File: src/rtl/fifo_sel_drain.sv
// Locks onto the port FIFO named by the select code and drains one length-prefixed
// packet onto a registered valid/ready stream. Optional stall watchdog: FIFO_DRAIN_WDOG_EN.
`timescale 1ns/1ps
module fifo_sel_drain #(
  parameter int PORT_NUM   = 6,
  parameter int DATA_W     = 32,
  parameter int LEN_W      = 8,
  parameter int WDOG_LIMIT = 1023
) (
  input  logic                       glb_clk,
  input  logic                       glb_areset,
  input  logic [7:0]                 fifo_sel_res_final,
  input  logic [PORT_NUM-1:0]        fifo_empty,
  input  logic [PORT_NUM*DATA_W-1:0] fifo_rdata,
  output logic [PORT_NUM-1:0]        fifo_rd_en,
  output logic [DATA_W-1:0]          out_data,
  output logic                       out_valid,
  input  logic                       out_ready,
  output logic                       out_sop,
  output logic                       out_eop,
  output logic                       drain_busy,
  output logic                       pkt_done,
  output logic                       drain_err
);

  localparam int IDX_W = 3;

  typedef enum logic [1:0] {
    ST_IDLE = 2'd0,
    ST_HDR  = 2'd1,
    ST_DATA = 2'd2,
    ST_DONE = 2'd3
  } state_e;

  state_e            state_q, state_d;
  logic [IDX_W-1:0]  idx_q, idx_d;
  logic [LEN_W-1:0]  remain_q, remain_d;
  logic [DATA_W-1:0] data_q, data_d;
  logic              valid_q, valid_d;
  logic              sop_q, sop_d;
  logic              eop_q, eop_d;
  logic              err_q, err_d;
  logic              busy_q, busy_d;
  logic              done_q, done_d;

  logic [DATA_W-1:0] head_data_s;
  logic              head_empty_s;
  logic [LEN_W-1:0]  hdr_len_s;
  logic              draining_s;
  logic              pop_s;
  logic              sel_valid_s;
  logic              sel_in_range_s;

`ifdef FIFO_DRAIN_WDOG_EN
  localparam int WD_W = $clog2(WDOG_LIMIT + 1);
  logic [WD_W-1:0] wd_q, wd_d;
`endif

  // Head word and empty flag of the locked FIFO; the latched index is always in range.
  always_comb begin
    head_data_s  = '0;
    head_empty_s = 1'b1;
    for (int i = 0; i < PORT_NUM; i++) begin
      head_data_s  = head_data_s |
                     (fifo_rdata[i*DATA_W +: DATA_W] & {DATA_W{idx_q == IDX_W'(i)}});
      head_empty_s = head_empty_s & (fifo_empty[i] | (idx_q != IDX_W'(i)));
    end
  end

  assign hdr_len_s      = head_data_s[LEN_W-1:0];
  assign draining_s     = (state_q == ST_HDR) || (state_q == ST_DATA);
  assign pop_s          = draining_s && !head_empty_s && (!valid_q || out_ready);
  assign sel_valid_s    = fifo_sel_res_final[7];
  assign sel_in_range_s = fifo_sel_res_final[6:0] < 7'(PORT_NUM);

  // One-hot pop strobe towards the locked FIFO only.
  always_comb begin
    fifo_rd_en = '0;
    for (int i = 0; i < PORT_NUM; i++) begin
      fifo_rd_en[i] = pop_s && (idx_q == IDX_W'(i));
    end
  end

  // Next-state for the drain FSM and the output register.
  always_comb begin
    state_d  = state_q;
    idx_d    = idx_q;
    remain_d = remain_q;
    data_d   = data_q;
    valid_d  = valid_q;
    sop_d    = sop_q;
    eop_d    = eop_q;
    err_d    = 1'b0;
`ifdef FIFO_DRAIN_WDOG_EN
    wd_d     = wd_q;
`endif

    if (pop_s) begin
      data_d  = head_data_s;
      valid_d = 1'b1;
      sop_d   = (state_q == ST_HDR);
      eop_d   = (state_q == ST_HDR) ? (hdr_len_s == '0) : (remain_q == LEN_W'(1));
    end else if (out_ready) begin
      valid_d = 1'b0;
    end else begin
      valid_d = valid_q;
    end

    case (state_q)
      ST_IDLE: begin
        if (sel_valid_s && sel_in_range_s) begin
          idx_d   = fifo_sel_res_final[IDX_W-1:0];
          state_d = ST_HDR;
        end else if (sel_valid_s) begin
          err_d = 1'b1;
        end else begin
          state_d = ST_IDLE;
        end
      end
      ST_HDR: begin
        if (pop_s) begin
          remain_d = hdr_len_s;
          state_d  = (hdr_len_s == '0) ? ST_DONE : ST_DATA;
        end else begin
          state_d = ST_HDR;
        end
      end
      ST_DATA: begin
        if (pop_s) begin
          remain_d = remain_q - LEN_W'(1);
          state_d  = (remain_q == LEN_W'(1)) ? ST_DONE : ST_DATA;
        end else begin
          state_d = ST_DATA;
        end
      end
      ST_DONE: begin
        state_d = ST_IDLE;
      end
      default: begin
        state_d = ST_IDLE;
      end
    endcase

`ifdef FIFO_DRAIN_WDOG_EN
    // Abort overrides the FSM; a pending output word is left untouched.
    if (!draining_s || pop_s) begin
      wd_d = '0;
    end else if (!head_empty_s) begin
      wd_d = wd_q;
    end else if (wd_q == WD_W'(WDOG_LIMIT - 1)) begin
      wd_d    = '0;
      err_d   = 1'b1;
      state_d = ST_IDLE;
    end else begin
      wd_d = wd_q + WD_W'(1);
    end
`endif

    busy_d = (state_d != ST_IDLE);
    done_d = (state_d == ST_DONE);
  end

  // State and output registers.
  always_ff @(posedge glb_clk or posedge glb_areset) begin
    if (glb_areset) begin
      state_q  <= ST_IDLE;
      idx_q    <= '0;
      remain_q <= '0;
      data_q   <= '0;
      valid_q  <= 1'b0;
      sop_q    <= 1'b0;
      eop_q    <= 1'b0;
      err_q    <= 1'b0;
      busy_q   <= 1'b0;
      done_q   <= 1'b0;
`ifdef FIFO_DRAIN_WDOG_EN
      wd_q     <= '0;
`endif
    end else begin
      state_q  <= state_d;
      idx_q    <= idx_d;
      remain_q <= remain_d;
      data_q   <= data_d;
      valid_q  <= valid_d;
      sop_q    <= sop_d;
      eop_q    <= eop_d;
      err_q    <= err_d;
      busy_q   <= busy_d;
      done_q   <= done_d;
`ifdef FIFO_DRAIN_WDOG_EN
      wd_q     <= wd_d;
`endif
    end
  end

  assign out_data   = data_q;
  assign out_valid  = valid_q;
  assign out_sop    = sop_q;
  assign out_eop    = eop_q;
  assign drain_busy = busy_q;
  assign pkt_done   = done_q;
  assign drain_err  = err_q;

endmodule

File: config.mk
export PLATFORM = sky130hd
export DESIGN_NAME = fifo_sel_drain
export DESIGN_NICKNAME = d
export VERILOG_FILES = /design/src/rtl/fifo_sel_drain.sv
export SDC_FILE = /design/constraint.sdc
export NUM_CORES = 1
export LEC_CHECK = 0
export CAP_MARGIN = 20
export CORE_ASPECT_RATIO = 0.7
export CORE_MARGIN = 2
export CORE_UTILIZATION = 38
export DETAILED_ROUTE_END_ITERATION = 8
export GPL_ROUTABILITY_DRIVEN = 0
export PLACE_DENSITY = 0.85
export REMOVE_ABC_BUFFERS = 1
export SETUP_SLACK_MARGIN = 0.02
export SLEW_MARGIN = 25
export SYNTH_ARGS = -nofsm -noshare
export SYNTH_HDL_FRONTEND = slang
export SYNTH_SLANG_ARGS = --single-unit
File: constraint.sdc
create_clock -name glb_clk -period 6.5 [get_ports glb_clk]
set_clock_uncertainty 0.05 [all_clocks]
set_input_delay 1.3 -clock glb_clk [delete_from_list [all_inputs] [get_ports glb_clk]]
set_output_delay 1.3 -clock glb_clk [all_outputs]
set_load 0.01 [all_outputs]
==> reports/metrics.yaml <==
netlist_area_sq_um: 3477
critPathLaunchType: "input port"
dp_hpwl_mm: 11.06
maxCapViolations: 0
antenna-diode-count: 0
cts_tree: "built"
drt-vias-per-instance: 5.770
ir_worst_vdd_v: 0.0001662
worstMarginPinSlew_ns: 0.8031
fmax_ghz: 0.2079
core_area_sq_um: 8962
cts_buffers: 5
drt_iter0_markers: 320
cts-resized-gates: 0
root_buffer: "clkbuf_16"
insertion_delay_ns: 0.29
die-area_sq_um: 9943
io_pins: 253
ys_types: 47
yosys.area.top_type: "dfrtp_1"
drc: 0
grt_max_degree: 59
fin_ws_ns: 1.690
post_dp_cell_area_sq_um: 6073
min_period_ns: 4.810
crit_arrival_ns: 3.46
synth_seq_cells: 51
routed_wirelength_mm: 14.52
cp.required_ns: 5.15
fin_area_sq_um: 6215
synth_common_cells: "51 x dfrtp_1, 47 x nor2_1, 26 x a221oi_1, 26 x a22oi_1, 26 x a31oi_1"
finalSetupTns_ns: 0
die_h_um: 84.03
cts.reportedPaths.clkPinSlew_ns: 0.07
synthFlopType: "dfrtp_1"
final-max-slew-violation-count: 0
htreeDepth: 2
overflow: 0
yosysSeqAreaShare: 0.3670
finalCritPeriodShare: 0.7400
status: "complete, no violations"
hold_buffers: 0
drive_gt1_frac: 0.04944
synth_edf_count: 0
hp-class: "flip-flop to flip-flop"
cp-end-kind: "output pin"
yosysMostFrequentCell: "dfrtp_1"
post_cts_buffers: 0
drtAntennaViolNets: 0
wl_per_cell_um: 19.33
p_leak_uw: 0.002330
area_delta_synth_final_pct: 78.73
pre_cts_slack_ns: 1.698
crit_type: "input port to output pin"
start_util: 0.3880
ys_async_sr_fraction: 1.000
powerDensity_nw_per_um2: 376.8
netlist_instances: 395
die_x_um: 118.3
first_global_vias: 4269
synth_area_per_cell_sq_um: 8.803
finalSetupViolCount: 0
final_util: 0.6934
cts_buffer_depth: 2
antenna_found_initial: 0
crit_fanout: 20
hold_viol: 0
grt_pass1_wl_mm: 22.23
nets: 840
cts_sinks: 51
dr.pass1.iters: 5
portBuffers: 252
relSlewSlack: 0.4646
track_usage: 0.2820
rsz0062_at_grt: "false"
vias: 4333
placementRows: 29
synth_top_cell_area_share: 0.3670
ys_warn_count: 0
synth.area.top_cells: "dfrtp_1 37%, a221oi_1 6.5%, a22o_1 6.0%"
## worst max-delay path, cell delays in order
cell	delay, ns
clkdlybuf4s50_1	0.40
nor4b_1	0.30
a31oi_1	0.18
a21oi_4	0.53
and2_1	0.21
clkdlybuf4s50_1	0.53
## final timing paths
path | to | startpoint | slack [ns] | depth (start not counted)
min in group asynchronous | out_data[12] | glb_areset | 1.41 | 2
worst max-delay path | fifo_rd_en[0] | fifo_empty[4] | 1.69 | 6
worst max register to register | pkt_done | idx_q[1] | 2.91 | 7
worst min register to register | out_data[6] | out_data[6] | 0.44 | 2
worst min-delay path | out_data[6] | out_data[6] | 0.44 | 2
max in group asynchronous | out_data[21] | glb_areset | 4.55 | 2
## cell type report
class,count,area [sq um]
fill,731,2748
timing repair buffer,258,2567
multi-input combinational,300,2034
sequential,51,1276
tap,124,155.1
clock buffer,6,128.9
inverter,10,40.04
clock inverter,2,12.51
## routing by layer
metal / wire (um) / vias up / part of all wire / global-route usage
met2: 7246 / 244 / 0.50 / 0.5013
met5: 0 / - / 0 / 0
met4: 259 / 0 / 0.018 / 0.06134
met3: 1320 / 24 / 0.091 / 0.08060
li1: - / 1999 / - / -
met1: 5691 / 2066 / 0.39 / 0.3389
## state kept, by name, summed over array words and instances, names as in the netlist, 2 cells and up
| signal | flops |
|---|---|
| remain_q | 8 |
| out_data | 32 |
| state_q | 2 |
| idx_q | 3 |
## where the power goes
group | switching (uW) | total (uW) | internal [uW]
logic | 787 | 1480 | 693
registers | 132 | 604 | 471
clock network | 116 | 258 | 142
total | 1030 | 2340 | 1310
## kinds of logic (layout without fill, tap and decap cells)
family	count (synthesis)	after routing	synth area share
compound gates	161	161	0.3375
mux	22	22	0.06657
flops	51	51	0.3670
buf+inv	44	276	0.05937
fa+ha+maj	5	5	0.01799
simple gates	112	112	0.1515
## cells in the final DEF, fill, tap and decap left out, types with 8 or more instances in the layout
cell	n
a21oi_1	13
a31oi_1	26
o21ai_1	9
a22o_1	24
o21ai_0	12
a221oi_1	26
clkdlybuf4s50_1	252
mux2i_1	13
nor2_1	44
nand3_1	14
dfrtp_1	51
a22oi_1	26
nand2_1	19
nor3_1	8
## metrics by stage
stage	hold slack (ns)	total power (uW)	std cells
6_report	0.4354	2342	751
3_3_place_gp	0.4153	2019	743
3_5_place_dp	0.4220	2074	743
5_1_grt	0.4625	2503	751
4_1_cts	0.4398	2335	751
2_1_floorplan	0.4643	1404	361
No activity file was read; power rests on OpenSTA's default activity.
